==> src/rtl/load_store_unit.sv <==
// -----------------------------------------------------------------------------
// load_store_unit
//
// Core-side initiator for the word-organised data_memory. Accepts RV32I
// load/store requests over a valid/ready handshake, performs the word access
// on the MemRead/MemWrite port and returns extended load data (or an error)
// over a valid/ready response channel. Byte and halfword stores are done as a
// read-modify-write of the containing word.
//
// Configuration macro:
//   LSU_MISALIGN_TRAP_EN  defined   -> misaligned halfword/word accesses are
//                                      answered with an error, no access.
//                         undefined -> misalignment is ignored; halfwords use
//                                      addr[1] only, words ignore addr[1:0].
//
// Parameters:
//   DEPTH          words in the attached memory; word index >= DEPTH is an error
//
// Ports:
//   clk            clock, all state updates on the rising edge
//   rst_n          asynchronous active-low reset
//   req_valid_i    request present
//   req_ready_o    request accepted (high only in IDLE)
//   req_we_i       1 = store, 0 = load
//   req_funct3_i   RV32I width/sign encoding
//   req_addr_i     byte address
//   req_wdata_i    store data, right-aligned
//   resp_valid_o   response pending (high only in RESP)
//   resp_ready_i   core consumes the response
//   resp_rdata_o   extended load data, 0 for stores and errors
//   resp_err_o     request rejected, no memory access took place
//   MemRead        memory read strobe (combinational read data)
//   MemWrite       memory write strobe (write on rising edge)
//   mem_addr_o     word-aligned memory address, 0 when no strobe
//   mem_wdata_o    memory write word, 0 when MemWrite is low
//   mem_rdata_i    memory read word
// -----------------------------------------------------------------------------
module load_store_unit #(
    parameter int unsigned DEPTH = 256
) (
    input  logic        clk,
    input  logic        rst_n,
    input  logic        req_valid_i,
    output logic        req_ready_o,
    input  logic        req_we_i,
    input  logic [2:0]  req_funct3_i,
    input  logic [31:0] req_addr_i,
    input  logic [31:0] req_wdata_i,
    output logic        resp_valid_o,
    input  logic        resp_ready_i,
    output logic [31:0] resp_rdata_o,
    output logic        resp_err_o,
    output logic        MemRead,
    output logic        MemWrite,
    output logic [31:0] mem_addr_o,
    output logic [31:0] mem_wdata_o,
    input  logic [31:0] mem_rdata_i
);

    localparam logic [2:0] F3_B  = 3'b000;
    localparam logic [2:0] F3_H  = 3'b001;
    localparam logic [2:0] F3_W  = 3'b010;
    localparam logic [2:0] F3_BU = 3'b100;
    localparam logic [2:0] F3_HU = 3'b101;

    typedef enum logic [2:0] {
        IDLE   = 3'd0,
        LOAD   = 3'd1,
        STORE  = 3'd2,
        RMW_RD = 3'd3,
        RMW_WR = 3'd4,
        RESP   = 3'd5
    } state_t;

    state_t      state_q, state_d;

    logic        reqWe_q,     reqWe_d;
    logic [2:0]  reqFunct3_q, reqFunct3_d;
    logic [31:0] reqAddr_q,   reqAddr_d;
    logic [31:0] reqWdata_q,  reqWdata_d;
    logic [31:0] rmwWord_q,   rmwWord_d;
    logic [31:0] respRdata_q, respRdata_d;
    logic        respErr_q,   respErr_d;

    logic        reqAccept;
    logic        reqLegal;
    logic        reqInRange;
    logic        reqAligned;
    logic        reqErr;

    logic [7:0]  loadByte;
    logic [15:0] loadHalf;
    logic [31:0] loadData;
    logic [31:0] mergedWord;

    assign reqAccept = req_valid_i && (state_q == IDLE);

    // Request classification on the live request inputs; only meaningful
    // while IDLE, where it decides between the error path and a real access.
    always_comb begin
        reqLegal = 1'b0;
        if (req_we_i) begin
            case (req_funct3_i)
                F3_B, F3_H, F3_W: reqLegal = 1'b1;
                default:          reqLegal = 1'b0;
            endcase
        end else begin
            case (req_funct3_i)
                F3_B, F3_H, F3_W, F3_BU, F3_HU: reqLegal = 1'b1;
                default:                        reqLegal = 1'b0;
            endcase
        end

        reqInRange = ({2'b00, req_addr_i[31:2]} < DEPTH);

`ifdef LSU_MISALIGN_TRAP_EN
        // funct3[1:0] carries the access size for every legal encoding.
        case (req_funct3_i[1:0])
            2'b01:   reqAligned = ~req_addr_i[0];
            2'b10:   reqAligned = (req_addr_i[1:0] == 2'b00);
            default: reqAligned = 1'b1;
        endcase
`else
        reqAligned = 1'b1;
`endif

        reqErr = ~reqLegal | ~reqInRange | ~reqAligned;
    end

    // Lane extraction and extension of the word returned during LOAD.
    // Halfword lanes use addr[1] only, which also covers the non-trapping
    // misaligned case.
    always_comb begin
        case (reqAddr_q[1:0])
            2'b00:   loadByte = mem_rdata_i[7:0];
            2'b01:   loadByte = mem_rdata_i[15:8];
            2'b10:   loadByte = mem_rdata_i[23:16];
            default: loadByte = mem_rdata_i[31:24];
        endcase

        loadHalf = reqAddr_q[1] ? mem_rdata_i[31:16] : mem_rdata_i[15:0];

        case (reqFunct3_q)
            F3_B:    loadData = {{24{loadByte[7]}}, loadByte};
            F3_BU:   loadData = {24'h000000, loadByte};
            F3_H:    loadData = {{16{loadHalf[15]}}, loadHalf};
            F3_HU:   loadData = {16'h0000, loadHalf};
            default: loadData = mem_rdata_i;
        endcase
    end

    // Word written back during RMW_WR: the captured word with only the target
    // byte or halfword lane replaced by the right-aligned store data.
    always_comb begin
        mergedWord = rmwWord_q;
        if (reqFunct3_q == F3_B) begin
            case (reqAddr_q[1:0])
                2'b00:   mergedWord[7:0]   = reqWdata_q[7:0];
                2'b01:   mergedWord[15:8]  = reqWdata_q[7:0];
                2'b10:   mergedWord[23:16] = reqWdata_q[7:0];
                default: mergedWord[31:24] = reqWdata_q[7:0];
            endcase
        end else if (reqAddr_q[1]) begin
            mergedWord[31:16] = reqWdata_q[15:0];
        end else begin
            mergedWord[15:0] = reqWdata_q[15:0];
        end
    end

    // State register.
    always_ff @(posedge clk or negedge rst_n) begin
        if (!rst_n) begin
            state_q <= IDLE;
        end else begin
            state_q <= state_d;
        end
    end

    // Next-state logic. SW needs a single write; SB/SH need the containing
    // word first, hence the extra RMW_RD step.
    always_comb begin
        state_d = state_q;
        case (state_q)
            IDLE: begin
                if (req_valid_i) begin
                    if (reqErr) begin
                        state_d = RESP;
                    end else if (!req_we_i) begin
                        state_d = LOAD;
                    end else if (req_funct3_i == F3_W) begin
                        state_d = STORE;
                    end else begin
                        state_d = RMW_RD;
                    end
                end
            end
            LOAD:    state_d = RESP;
            STORE:   state_d = RESP;
            RMW_RD:  state_d = RMW_WR;
            RMW_WR:  state_d = RESP;
            RESP: begin
                if (resp_ready_i) begin
                    state_d = IDLE;
                end
            end
            default: state_d = IDLE;
        endcase
    end

    // Request and response registers. The response data is cleared on every
    // accept so stores and errors never return a stale load value.
    always_comb begin
        reqWe_d     = reqWe_q;
        reqFunct3_d = reqFunct3_q;
        reqAddr_d   = reqAddr_q;
        reqWdata_d  = reqWdata_q;
        rmwWord_d   = rmwWord_q;
        respRdata_d = respRdata_q;
        respErr_d   = respErr_q;

        if (reqAccept) begin
            reqWe_d     = req_we_i;
            reqFunct3_d = req_funct3_i;
            reqAddr_d   = req_addr_i;
            reqWdata_d  = req_wdata_i;
            respRdata_d = 32'h0;
            respErr_d   = reqErr;
        end

        if (state_q == LOAD) begin
            respRdata_d = loadData;
        end

        if (state_q == RMW_RD) begin
            rmwWord_d = mem_rdata_i;
        end
    end

    always_ff @(posedge clk or negedge rst_n) begin
        if (!rst_n) begin
            reqWe_q     <= 1'b0;
            reqFunct3_q <= 3'b000;
            reqAddr_q   <= 32'h0;
            reqWdata_q  <= 32'h0;
            rmwWord_q   <= 32'h0;
            respRdata_q <= 32'h0;
            respErr_q   <= 1'b0;
        end else begin
            reqWe_q     <= reqWe_d;
            reqFunct3_q <= reqFunct3_d;
            reqAddr_q   <= reqAddr_d;
            reqWdata_q  <= reqWdata_d;
            rmwWord_q   <= rmwWord_d;
            respRdata_q <= respRdata_d;
            respErr_q   <= respErr_d;
        end
    end

    // Moore output decode. Strobes depend on the state alone, so an
    // asynchronous reset removes MemWrite before the next clock edge.
    always_comb begin
        req_ready_o  = 1'b0;
        resp_valid_o = 1'b0;
        resp_rdata_o = 32'h0;
        resp_err_o   = 1'b0;
        MemRead      = 1'b0;
        MemWrite     = 1'b0;
        mem_addr_o   = 32'h0;
        mem_wdata_o  = 32'h0;

        case (state_q)
            IDLE: begin
                req_ready_o = 1'b1;
            end
            LOAD, RMW_RD: begin
                MemRead    = 1'b1;
                mem_addr_o = {reqAddr_q[31:2], 2'b00};
            end
            STORE: begin
                MemWrite    = 1'b1;
                mem_addr_o  = {reqAddr_q[31:2], 2'b00};
                mem_wdata_o = reqWdata_q;
            end
            RMW_WR: begin
                MemWrite    = 1'b1;
                mem_addr_o  = {reqAddr_q[31:2], 2'b00};
                mem_wdata_o = mergedWord;
            end
            RESP: begin
                resp_valid_o = 1'b1;
                resp_rdata_o = respRdata_q;
                resp_err_o   = respErr_q;
            end
            default: begin
                req_ready_o = 1'b0;
            end
        endcase
    end

    // The store-direction bit is captured for completeness of the request
    // record; the state sequence already encodes load versus store.
    logic unusedWe;
    assign unusedWe = reqWe_q;

endmodule

==> config.mk <==
export PLATFORM = sky130hd
export DESIGN_NAME = load_store_unit
export DESIGN_NICKNAME = d
export VERILOG_FILES = /design/src/rtl/load_store_unit.sv
export SDC_FILE = /design/constraint.sdc
export NUM_CORES = 1
export LEC_CHECK = 0
export ABC_AREA = 1
export CORE_ASPECT_RATIO = 1.1
export CORE_MARGIN = 5
export CORE_UTILIZATION = 50
export CTS_BUF_LIST = sky130_fd_sc_hd__clkbuf_8
export DETAILED_ROUTE_END_ITERATION = 6
export GPL_ROUTABILITY_DRIVEN = 1
export PLACE_DENSITY = 0.89
export SKIP_LAST_GASP = 1
export SLEW_MARGIN = 10
export SYNTH_ARGS = -nofsm -noshare
export SYNTH_HDL_FRONTEND = slang
export SYNTH_SLANG_ARGS = --single-unit
==> constraint.sdc <==
create_clock -name clk -period 1.7 [get_ports clk]
set_input_delay 0.17 -clock clk [delete_from_list [all_inputs] [get_ports clk]]
set_output_delay 0.17 -clock clk [all_outputs]
set_load 0.005 [all_outputs]
==> flow_metrics.env, run 1 <==
export IMPL_status="finished, violations left"
export IMPL_violations="negative setup slack"
export IMPL_ys_types=34
export IMPL_pre_cts_slack_ps=-270.3
export IMPL_worst_slew_pin_slew_ps=546.0
export IMPL_synth_top_area_share_pct=45.61
export IMPL_grtUsageTotal_pct=33.96
export IMPL_antenna_cells=0
export IMPL_routabilityCongestion=0.9274
export IMPL_clock_skew_ps=14.10
export IMPL_reg2reg_setup_slack_ps=-300
export IMPL_drt_iter0_drc=1736
export IMPL_vias=9786
export IMPL_hold_class="in2async"
export IMPL_htreeDepth=4
export IMPL_die_w_um=126.1
export IMPL_cp_end_kind="output pin"
export IMPL_dieArea_um2=17350
export IMPL_crit_start="state_q[1]$_DFFE_PN0P_"
export IMPL_portBuffers=202
export IMPL_dpl_cell_area_um2=10020
export IMPL_die_h_um=137.7
export IMPL_via_per_inst=6.346
export IMPL_grt_ovfl_total=0
export IMPL_crit_arrival_ps=2070
export IMPL_drcViolationCount=0
export IMPL_synth_most_common_cell="nand2_1"
export IMPL_rsz0062_at_grt="true"
export IMPL_ant_nets=0
export IMPL_yosys_top_cells_count="nand2_1 (343), o21ai_0 (171), dfrtp_1 (135)"
export IMPL_setup_viol_count_final=203
export IMPL_synthArstFlopShare_pct=100.0
export IMPL_design_area_um2=12090
export IMPL_slew_viol_final=0
export IMPL_timing_slew_headroom_pct=63.60
export IMPL_critical_path_endpoint="mem_addr_o[18]"
export IMPL_reg2reg_from="state_q[1]$_DFFE_PN0P_"
export IMPL_areaGrowthSynthToFinish_pct=63.16
export IMPL_yosysWarnings=0
export IMPL_timing_final_crit_share_pct=131.8
export IMPL_routed_wl_mm=36.63
export IMPL_io_pins=205
export IMPL_cp_max_fo=8
export IMPL_synth_cell_area_um2=7407
export IMPL_r2r_end="reqWdata_q[0]$_DFFE_PN0P_"
export IMPL_wl_per_cell_um=23.76
export IMPL_hpwl_mm=18.31
export IMPL_core_area_um2=14500
export IMPL_peakVddDrop_mv=1.070
export IMPL_first_pass_iters=7
export IMPL_cts_buffers=17
export IMPL_path_clk_slew_ps=90
export IMPL_antenna_found_initial=0
export IMPL_hold_violations=0
export IMPL_critical_path_required_ps=1530
export IMPL_power_density_nw_per_um2=1946
export IMPL_clk_latency_ps=460
export IMPL_setup_slack_ps=-541.4
export IMPL_crit_type="reg2out"
export IMPL_nets=1444
export IMPL_cts_path_max_buffers=2
export IMPL_synth_edf_count=0
export IMPL_ys_ff_latch=135
export IMPL_fmax_ghz=0.4461
export IMPL_max_cap_violations=0
export IMPL_synth_area_top_cells="dfrtp_1 (46%), nand2_1 (17%), o21ai_0 (12%)"
export IMPL_leakage_nw=6.167
export IMPL_syn_instance_count=1045
export IMPL_fin_crit_ps=2241
export IMPL_grt_max_degree=65
export IMPL_yosysSeqAreaShare_pct=45.61
export IMPL_postSynthAreaPerCell_um2=7.088
export IMPL_initial_core_util_pct=51.07
export IMPL_cts_tree="built"
export IMPL_cp_start_kind="flop"
export IMPL_rows=46
export IMPL_drive_above_1_share_pct=33.63
export IMPL_grt_pass1_vias=8785
export IMPL_grt_pass1_wl_mm=46.26
export IMPL_cts_root_buffer="clkbuf_8"
export IMPL_reg2regPathDepth=10
export IMPL_synthFlopType="dfrtp_1"
export IMPL_cts_sinks=135
export IMPL_yosysTopAreaCell="dfrtp_1"
-- metrics by stage --
step | instances | hold slack, ps | utilization [%] | TNS [ps] | power, W
5_1_grt | 1542 | 245.6 | 83.32 | -60020 | 0.02431
3_3_place_gp | 1444 | 168.7 | 69.12 | -9414 | 0.01443
4_1_cts | 1526 | 229.7 | 77.52 | -29550 | 0.01995
3_5_place_dp | 1444 | 175.0 | 69.12 | -11910 | 0.01470
6_report | 1542 | 232.0 | 83.32 | -53680 | 0.02351
2_1_floorplan | 1046 | -125.6 | - | 0 | 0.009857
-- power by group --
group | internal (W) | leakage (nW) | switching [W]
clock network | 0.00130 | 0.195 | 0.00130
registers | 0.00431 | 1.57 | 0.000839
logic | 0.00702 | 4.40 | 0.00874
-- registers in the layout, summed over array words and instances (netlist names) --
signal,count
reqWdata_q,32
reqFunct3_q,3
rmwWord_q,32
reqAddr_q,32
respErr_q,1
state_q,3
respRdata_q,32
-- layout by cell type (no fill, tap or decap), types with 29 or more instances in the layout --
cell	Yosys	final
o21ai_1	4	43
inv_2	4	33
a21oi_1	45	40
inv_1	132	99
clkdlybuf4s50_1	0	102
dfrtp_1	135	133
nor2_4	2	40
o21ai_0	171	112
nand2_1	343	301
buf_12	0	29
buf_2	25	69
buf_6	2	48
buf_4	9	58
-- logic make-up (layout without fill, tap and decap cells) --
group / after synthesis / after routing / share of synthesized area [%]
AO/OA/AOI/OAI: 267 / 267 / 19.34
flip-flops: 135 / 135 / 45.61
AND/OR/NAND/NOR: 444 / 444 / 23.85
buffers and inverters: 198 / 502 / 11.15
other: 1 / 2 / 0.05063
-- worst min-delay path by stage --
| stage | start | endpoint | slack [ps] | cells past startpoint |
|---|---|---|---|---|
| after floorplan | rst_n | reqAddr_q[0]$_DFFE_PN0P_ | -130 | 0 |
| after global placement | rst_n | respRdata_q[0]$_DFFE_PN0P_ | 170 | 1 |
| after CTS | rst_n | respRdata_q[10]$_DFFE_PN0P_ | 230 | 2 |
| final | rst_n | rmwWord_q[14]$_DFFE_PN0P_ | 230 | 2 |
| after global routing | req_wdata_i[20] | reqWdata_q[20]$_DFFE_PN0P_ | 250 | 3 |
| after detailed placement | rst_n | respRdata_q[6]$_DFFE_PN0P_ | 170 | 1 |
-- cell type report --
class	instances	area [µm²]
fillers	710	2419
multi-input cells	713	4035
clock inverters	11	111.4
inverters	137	544.3
clock buffers	18	247.7
well taps	192	240.2
flip-flops and latches	135	3381
repair buffers	336	3526
-- metal layers --
metal  share of wire, %  wire (µm)  global-route usage (%)
met1                 32      11720                   41.07
met2                 46      16830                   56.27
met3                 13       4807                   7.639
met4                8.9       3278                   19.37
met5                  0          0                       0
-- worst max-delay path, cell delays in order, from the launching register on --
cell,delay (ps)
dfrtp_1,440
buf_6,150
nor2_4,160
nand2_4,90
buf_6,130
nand3_4,120
buf_12,130
buf_12,140
nand2_2,60
inv_1,70
buf_2,110
-- repair_timing --
| item | CTS | global route |
|---|---|---|
| endpoints found under the hold margin | 33 | 0 |
| cloned | 12 | 11 |
| pin swaps | 32 | 47 |
| gates resized for setup | 574 | 226 |
| hold buffers | 1 | 0 |
| setup buffers | 41 | 11 |
| endpoints found under the setup margin | 103 | 218 |
Note: power is estimated with default switching activity, not from simulation.
==> run 2, diff against run 1 <==
CORE_UTILIZATION = 54   (was 50)
PLACE_DENSITY = 0.94   (was 0.89)
clock period = 2.8 ns   (was 1.7 ns; I/O delays follow)
==> run 2 against run 1 <==
Net effect: the flow now finishes without violations; critical path type unchanged; hold slack better by 130 ps; global-route usage is 4.5 points lower; via count is 19% lower; clock power is 32% lower; routed wire length is 35% lower; utilization is 8.5 points lower; design area is 17% lower; combinational power is 65% lower.
==> flow_metrics.env, run 2 (synthesis gave the netlist of run 1 again) <==
export IMPL_routed_wl_mm=23.99
export IMPL_crit_family="buffers and inverters"
export IMPL_wl_per_cell_um=16.90
export IMPL_setup_viol_count_final=0
export IMPL_power_w=0.01019
export IMPL_hold_class="in2async"
export IMPL_cp_slowest_cell="clkdlybuf4s50_1"
export IMPL_drcViolationCount=0
export IMPL_p_seq_share_pct=29.0
export IMPL_timing_final_crit_share_pct=96.26
export IMPL_worst_slew_pin_slew_ps=861.6
export IMPL_final_common_cell="nand2_1"
export IMPL_dieArea_um2=16160
export IMPL_grt_pass1_wl_mm=37.65
export IMPL_nets=1327
export IMPL_ant_nets=0
export IMPL_critical_path_required_ps=2520
export IMPL_grt_pass1_vias=7514
export IMPL_hpwl_mm=17.17
export IMPL_cts_path_max_buffers=2
export IMPL_cp_buffers_inverters=2
export IMPL_clkPwrFrac_pct=17.4
export IMPL_path_clk_slew_ps=80
export IMPL_crit_arrival_ps=2420
export IMPL_drt_iter0_drc=1020
export IMPL_die_w_um=121.7
export IMPL_mostFrequentLayoutCells="nand2_1 (342), clkdlybuf4s50_1 (201), o21ai_0 (168)"
export IMPL_crit_type="reg2out"
export IMPL_portBuffers=202
export IMPL_fill_cells=982
export IMPL_antenna_found_initial=0
export IMPL_fin_crit_ps=2695
export IMPL_max_cap_violations=0
export IMPL_cts_sinks=135
export IMPL_clk_latency_ps=460
export IMPL_routabilityCongestion=0.9334
export IMPL_io_pins=205
export IMPL_initial_core_util_pct=55.60
export IMPL_grt_max_degree=75
export IMPL_peakVddDrop_mv=0.4673
export IMPL_status="finished, final reports clean"
export IMPL_grtUsageTotal_pct=29.45
export IMPL_cp_end_kind="output pin"
export IMPL_rsz0062_at_grt="true"
export IMPL_slew_viol_final=0
export IMPL_intPower_w=0.005931
export IMPL_combPwrFrac_pct=53.6
export IMPL_slowest_delay_ps=530
export IMPL_cts_root_buffer="clkbuf_8"
export IMPL_crit_chain="nor2_4 -> nand2_4 -> buf_6 -> nand2_4 -> o21ai_4 -> nor2_1 -> o21ai_1 -> o21ai_0 -> clkdlybuf4s50_1"
export IMPL_cts_tree="built"
export IMPL_cp_start_kind="flop"
export IMPL_fmax_ghz=0.3710
export IMPL_antenna_cells=0
export IMPL_power_switching_w=0.004257
export IMPL_via_per_inst=5.562
export IMPL_hold_violations=0
export IMPL_cp_max_fo=12
export IMPL_vias=7893
export IMPL_cts_buffers=17
export IMPL_finish_utilization_pct=74.87
export IMPL_die_h_um=132.8
export IMPL_power_density_nw_per_um2=1021
export IMPL_htreeDepth=4
export IMPL_power_share_switching_pct=41.79
export IMPL_rows=44
export IMPL_grt_ovfl_total=0
export IMPL_core_area_um2=13320
export IMPL_clock_skew_ps=8.891
export IMPL_areaGrowthSynthToFinish_pct=34.66
export IMPL_leakage_nw=4.937
export IMPL_drive_above_1_share_pct=5.425
export IMPL_first_pass_iters=6
export IMPL_timing_critical_path_mode_cell="nand2_4"
export IMPL_timing_slew_headroom_pct=42.47
## run 2: power by group through the flow
stage               registers (W)  logic [W]  clock network (W)
global route              0.00302    0.00601            0.00187
CTS                       0.00295    0.00535            0.00178
floorplan                 0.00287    0.00311                  0
detailed placement        0.00298    0.00528                  0
finish                    0.00296    0.00546            0.00177
global placement          0.00294    0.00514                  0
## run 2: timing repair
action	CTS	global route
hold buffers	1	0
endpoints found under the setup margin	26	22
endpoints found under the hold margin	39	0
resized for setup	3	11
pin swaps	0	1
setup buffers	0	1
## run 2: worst reg2reg max path, delay by kind of cell (launching register included)
kind | cells | cell delay, ps
AO/OA/AOI/OAI | 3 | 480
buffers and inverters | 2 | 550
flip-flops | 1 | 400
AND/OR/NAND/NOR | 2 | 410
## run 2: path summary, 6_finish.rpt
path	cells after the start	end	from	slack, ps
min in group clk	3	reqAddr_q[2]$_DFFE_PN0P_	req_addr_i[2]	360
worst min-delay path	2	reqFunct3_q[1]$_DFFE_PN0P_	rst_n	360
max in group asynchronous	3	reqWdata_q[8]$_DFFE_PN0P_	rst_n	1570
worst max register to register	7	respRdata_q[6]$_DFFE_PN0P_	reqAddr_q[1]$_DFFE_PN0P_	850
worst max-delay path	9	mem_wdata_o[7]	reqFunct3_q[1]$_DFFE_PN0P_	100
worst min register to register	2	reqAddr_q[12]$_DFFE_PN0P_	reqAddr_q[12]$_DFFE_PN0P_	470
## run 2: metal layers
| metal | up-vias | share of wire [%] | GRT usage (%) | wire (µm) |
|---|---|---|---|---|
| met5 | - | 0 | 0 | 0 |
| met4 | 0 | 5.2 | 14.88 | 1241 |
| met3 | 106 | 10 | 7.003 | 2435 |
| met2 | 490 | 47 | 46.27 | 11370 |
| met1 | 3641 | 37 | 37.97 | 8937 |
| li1 | 3656 | - | - | - |
## run 2: area by class of cell
| cell class | count | area (µm²) | area share (%) |
|---|---|---|---|
| Clock buffer | 20 | 275.3 | 2.760 |
| Inverter | 137 | 525.5 | 5.268 |
| Clock inverter | 11 | 155.1 | 1.555 |
| Multi-Input combinational cell | 713 | 3222 | 32.30 |
| Timing Repair Buffer | 219 | 2186 | 21.91 |
| Sequential cell | 135 | 3381 | 33.89 |
| Tap cell | 184 | 230.2 | 2.308 |
## run 2: per-stage QoR
step                      cells  instance area, µm²  TNS [ps]  setup slack, ps  hold slack (ps)
after floorplan            1046                7411         0             1239           -15.59
after global placement     1386                9489         0            361.5            297.4
after detailed placement   1386                9489         0            322.8            297.5
after CTS                  1418                9938         0            31.27            345.1
after global routing       1419                9975   -0.5791          -0.5791            358.3
final                      1419                9975         0            104.6            360.2
==> run 3, diff against run 2 <==
CORE_UTILIZATION = 60   (was 54)
DONT_BUFFER_PORTS = 1   (was unset)
PLACE_DENSITY = 0.82   (was 0.94)
==> run 3 against run 2 <==
Net effect: the flow now finishes with violations (design-rule violations, negative hold slack); die area shrank 9.2%; routed wire length is 5.9% lower; count of clock-buffer cells in the layout fell by 2; total power shrank 17%; largest cell class unchanged.
==> flow_metrics.env, run 3 (synthesis gave the netlist of run 1 again) <==
export IMPL_crit_family="buffers and inverters"
export IMPL_combPwrFrac_pct=48.0
export IMPL_clock_skew_ps=8.175
export IMPL_crit_arrival_ps=2350
export IMPL_crit_type="reg2out"
export IMPL_intPower_w=0.004488
export IMPL_wl_per_cell_um=17.97
export IMPL_power_share_switching_pct=46.87
export IMPL_nets=1191
export IMPL_via_per_inst=5.798
export IMPL_timing_critical_path_mode_cell="o21ai_0"
export IMPL_timing_slew_headroom_pct=43.72
export IMPL_power_switching_w=0.003960
export IMPL_design_area_um2=8461
export IMPL_ant_nets=0
export IMPL_worst_slew_pin_slew_ps=844.2
export IMPL_timing_final_crit_share_pct=93.95
export IMPL_cp_max_fo=32
export IMPL_mostFrequentLayoutCells="nand2_1 (343), o21ai_0 (171), inv_1 (136)"
export IMPL_power_density_nw_per_um2=998.5
export IMPL_cp_start_kind="flop"
export IMPL_grt_pass1_vias=6993
export IMPL_antenna_found_initial=0
export IMPL_slowest_delay_ps=480
export IMPL_violations="design-rule violations, negative hold slack"
export IMPL_cts_buffers=17
export IMPL_cts_tree="built"
export IMPL_vias=7282
export IMPL_cts_path_max_buffers=2
export IMPL_dieArea_um2=14670
export IMPL_first_pass_iters=7
export IMPL_ff_latch_area_um2=3378
export IMPL_die_w_um=115.9
export IMPL_cp_depth=7
export IMPL_core_area_um2=12090
export IMPL_peakVddDrop_mv=0.4696
export IMPL_cp_end_kind="output pin"
export IMPL_hold_violations=135
export IMPL_routabilityCongestion=0.9573
export IMPL_portBuffers=0
export IMPL_cts_root_buffer="clkbuf_8"
export IMPL_multi_input_area_um2=3207
export IMPL_critical_path_required_ps=2520
export IMPL_hpwl_mm=15.19
export IMPL_rows=42
export IMPL_initial_core_util_pct=61.28
export IMPL_drt_iter0_drc=921
export IMPL_areaGrowthSynthToFinish_pct=14.22
export IMPL_cp_slowest_cell="dfrtp_1"
export IMPL_reg2regPathDepth=7
export IMPL_rsz0062_at_grt="true"
export IMPL_drive_above_1_share_pct=5.091
export IMPL_setup_viol_count_final=0
export IMPL_dpl_cell_area_um2=7390
export IMPL_fill_cells=1048
export IMPL_grtUsageTotal_pct=30.77
export IMPL_leakage_nw=4.421
export IMPL_post_cts_buffers=0
export IMPL_io_pins=205
export IMPL_drcViolationCount=1
export IMPL_cp_buffers_inverters=2
export IMPL_clkPwrFrac_pct=16.9
export IMPL_setup_slack_ps=169.3
export IMPL_grt_max_degree=136
export IMPL_htreeDepth=4
export IMPL_fin_tns_setup_ps=0
export IMPL_status="finished, violations left"
export IMPL_fin_crit_ps=2631
export IMPL_slew_viol_final=0
export IMPL_whs_ps=-467.9
export IMPL_max_cap_violations=0
export IMPL_hold_class="in2async"
export IMPL_cts_sinks=135
export IMPL_final_common_cell="nand2_1"
export IMPL_clk_latency_ps=440
export IMPL_crit_chain="nor2_4 -> nand2_2 -> inv_4 -> o21ai_0 -> a21oi_1 -> o21ai_0 -> buf_4"
export IMPL_routed_wl_mm=22.57
export IMPL_pre_cts_slack_ps=544.4
export IMPL_fmax_ghz=0.3801
export IMPL_p_seq_share_pct=35.1
export IMPL_grt_pass1_wl_mm=35.30
export IMPL_path_clk_slew_ps=70
export IMPL_die_h_um=126.5
export IMPL_grt_ovfl_total=0
run 3: layer usage:
layer,share of wire (%),track usage [%],wire [µm]
met1,38,40.12,8683
met2,46,45.92,10390
met3,10,9.195,2362
met4,5.0,16.72,1130
met5,0,0,0
run 3: repair_timing:
item,CTS,global route
hold buffers,71,1
endpoints found under the setup margin,0,9
resized for setup,0,2
endpoints found under the hold margin,206,136
run 3: power by group through the flow:
stage                     Clock (W)  Sequential, W  Combinational, W
after floorplan                   0        0.00287           0.00311
after global placement            0        0.00295           0.00377
after detailed placement          0        0.00298           0.00388
after CTS                   0.00145        0.00295           0.00398
after global routing        0.00153        0.00302           0.00457
final                       0.00143        0.00296           0.00406
run 3: path summary, 6_finish.rpt:
check | slack [ps] | from | endpoint
max in group asynchronous | 3060 | rst_n | rmwWord_q[8]$_DFFE_PN0P_
max reg2reg | 770 | reqFunct3_q[0]$_DFFE_PN0P_ | respRdata_q[23]$_DFFE_PN0P_
max | 170 | reqFunct3_q[0]$_DFFE_PN0P_ | mem_wdata_o[19]
min in group clk | 20 | mem_rdata_i[28] | rmwWord_q[28]$_DFFE_PN0P_
min reg2reg | 470 | reqAddr_q[6]$_DFFE_PN0P_ | reqAddr_q[6]$_DFFE_PN0P_
min | -470 | rst_n | respRdata_q[6]$_DFFE_PN0P_
run 3: layout make-up:
cell class / instances / area share [%]
antenna: 2 / 0.05915
clock buffer: 18 / 2.928
clock inverter: 14 / 1.124
inverter: 137 / 6.137
multi-input combinational: 713 / 37.90
sequential: 135 / 39.93
tap: 154 / 2.277
timing repair buffer: 83 / 9.642
run 3: metrics by stage:
stage / util, % / std cells / total power (W)
6_report: 70.00 / 1256 / 0.008448
5_1_grt: 69.96 / 1254 / 0.009117
4_1_cts: 69.86 / 1253 / 0.008374
3_5_place_dp: 61.14 / 1150 / 0.006857
3_3_place_gp: 61.14 / 1150 / 0.006717
2_1_floorplan: - / 1046 / 0.005985
==> RTL change: new RTL, settings of run 3 <==
Put a register stage on the output `resp_err_o`. The value now appears one clock later. The other outputs are not delayed to match.
--- a/src/rtl/load_store_unit.sv
+++ b/src/rtl/load_store_unit.sv
@@ -74,2 +74,4 @@
 
+    logic resp_err_d;
+
     state_t      state_q, state_d;
@@ -264,3 +266,3 @@
         resp_rdata_o = 32'h0;
-        resp_err_o   = 1'b0;
+        resp_err_d   = 1'b0;
         MemRead      = 1'b0;
@@ -291,3 +293,3 @@
                 resp_rdata_o = respRdata_q;
-                resp_err_o   = respErr_q;
+                resp_err_d   = respErr_q;
             end
@@ -304,2 +306,6 @@
 
+    always_ff @(posedge clk) begin
+        resp_err_o <= resp_err_d;
+    end
+
 endmodule
Behaviour: not the same (a bounded check fails within 4 cycles, from zero or initial values and one cycle with rst_n low).
==> RTL change against run 3 <==
Cell count is 0.48% higher; design area is 1.3% higher; power is 1.7% higher; worst setup slack worse by 0.019 ns; count of clock-buffer cells in the layout is 2 higher; global-route usage is 0.44 points higher; die area is 0.22% higher; sequential share of layout area is 0.26 points lower; worst hold slack worse by 0.016 ns; synthesized area is 0.24% higher; routed wire length is 0.56% higher; synthesized cell count is 0.19% higher; critical endpoint is now mem_wdata_o[25]; the run ends with hold timing left; sequential cell count is 1 higher.
==> RTL change: results (changes against run 3) <==
| Result | Value | Unit | vs run 3 |
| --- | --- | --- | --- |
| Worst hold margin | -0.484 | ns | -0.0162 ns |
| Vias after detailed routing | 7264 | - | -0.25% |
| Peak supply drop | 565 | uV | +20% |
| Nets | 1200 | - | +0.76% |
| Sequential element share of the synthesized area | 45.8 | % | +0.16 points |
| Outcome | complete, but fails checks | - |  |
| Clock latency on the worst-skew pair | 0.46 | ns | +0.02 ns |
| TritonRoute pass-1 iters | 6 | - | -1 |
| Routability congestion estimate | 0.948 | - | -0.97% |
| Proportion of layout cells with a drive suffix above 1 | 5.14 | % | +0.053 points |
| DPL Wire Length | 15300 | um | +0.78% |
| Crit Path Max Fanout | 31 | - | -3.1% |
| Overall routing resource usage | 31.2 | % | +0.44 points |
| Lkg Pwr | 4.47 | nW | +1.1% |
| Data arrival time at the worst-slack endpoint | 2.37 | ns | +0.02 ns |
| Number of endpoints with negative hold slack in the final report | 135 | - | unchanged |
| Async S/R FF share, synth | 99.3 | % | -0.74 points |
| # hold bufs at CTS | 77 | - | +8.5% |
| Worst Skew | 0.0132 | ns | +0.00505 ns |
| Failing checks | hold timing | - |  |
| Top area cells in the synthesized netlist | sky130_fd_sc_hd__dfrtp_1 46%, sky130_fd_sc_hd__nand2_1 18%, sky130_fd_sc_hd__o21ai_0 11% | - |  |
| Number of global-route vias before repair | 6965 | - | -0.40% |
| Slew HR | 31.7 | % | -12 points |
| Detailed router's first-iteration violation count | 1055 | - | +15% |
| Number of distinct standard cells referenced by the synthesized netlist | 33 | - | -2.9% |
## RTL change: changes by cell type in the layout (fill, tap and decap cells not counted), moves of 3 or more
cell,before,now
sky130_fd_sc_hd__nand2_1,343,347
sky130_fd_sc_hd__o21ai_1,4,11
sky130_fd_sc_hd__buf_4,10,13
sky130_fd_sc_hd__clkinv_2,7,4
sky130_fd_sc_hd__nand3_1,16,22
sky130_fd_sc_hd__a21oi_1,45,41
sky130_fd_sc_hd__o31ai_1,6,2
sky130_fd_sc_hd__o22ai_1,27,21
sky130_fd_sc_hd__o2111ai_1,2,6
sky130_fd_sc_hd__o211ai_1,8,14
sky130_fd_sc_hd__o21ai_0,171,156
sky130_fd_sc_hd__dlygate4sd3_1,72,77
## RTL change: final timing paths
kind                                 from              end  slack (ns)  cells past startpoint
max in group asynchronous           rst_n    reqAddr_q[30]        3.07                      0
setup reg to reg               state_q[1]   reqFunct3_q[0]        0.67                      6
hold / removal                      rst_n  respRdata_q[30]       -0.48                      0
hold reg to reg             reqAddr_q[17]    reqAddr_q[17]        0.47                      2
min in group clk           mem_rdata_i[1]     rmwWord_q[1]        0.01                      2
setup / recovery           reqFunct3_q[0]  mem_wdata_o[25]        0.15                      7
## RTL change: per-layer routing
metal,up-vias,global-route usage [%],share of wire [%]
met4,0,11.7,3.2
li1,3406,-,-
met5,-,0,0
met2,433,48.0,47
met3,73,8.38,10
met1,3352,42.4,40
## RTL change: per-stage QoR
step	std cells	hold slack, ns	setup slack, ns	util [%]	area [um2]
6_report	1262	-0.484	0.150	70.9	8570
5_1_grt	1262	-0.509	0.00850	70.9	8570
4_1_cts	1262	-0.503	0.236	70.9	8570
3_5_place_dp	1154	-0.0102	0.697	61.4	7420
3_3_place_gp	1154	-0.00929	0.776	61.4	7420
2_1_floorplan	1048	-0.0156	1.19	-	7430
## RTL change: final cells by class
class,count,area (um2),area share [%]
well taps,154,193,2.25
multi-input cells,712,3210,37.5
inverters,139,522,6.09
clock buffers,20,275,3.21
repair buffers,90,868,10.1
clock inverters,11,98.8,1.15
flip-flops and latches,136,3400,39.7
## RTL change: cell families (layout without fill, tap and decap cells)
logic type             after synthesis  after routing  synth area share [%]
flip-flops                         136            136                  45.8
buffers and inverters              200            260                  11.0
AND/OR/NAND/NOR                    454            454                  24.4
AO/OA/AOI/OAI                      256            256                  18.8
other                                1              2                0.0505
## RTL change: worst max-delay path, delay by kind of cell, from the launching register on
kind | cells | cell delay (ns)
buffers and inverters | 2 | 0.52
AOI/OAI and AO/OA | 3 | 0.46
DFF | 1 | 0.48
and+or+nand+nor | 2 | 0.43
## RTL change: power by group
part           switching, mW  internal (mW)
Combinational           2.89           1.20
Clock                  0.784          0.764
Sequential             0.321           2.63
Total                   4.00           4.60
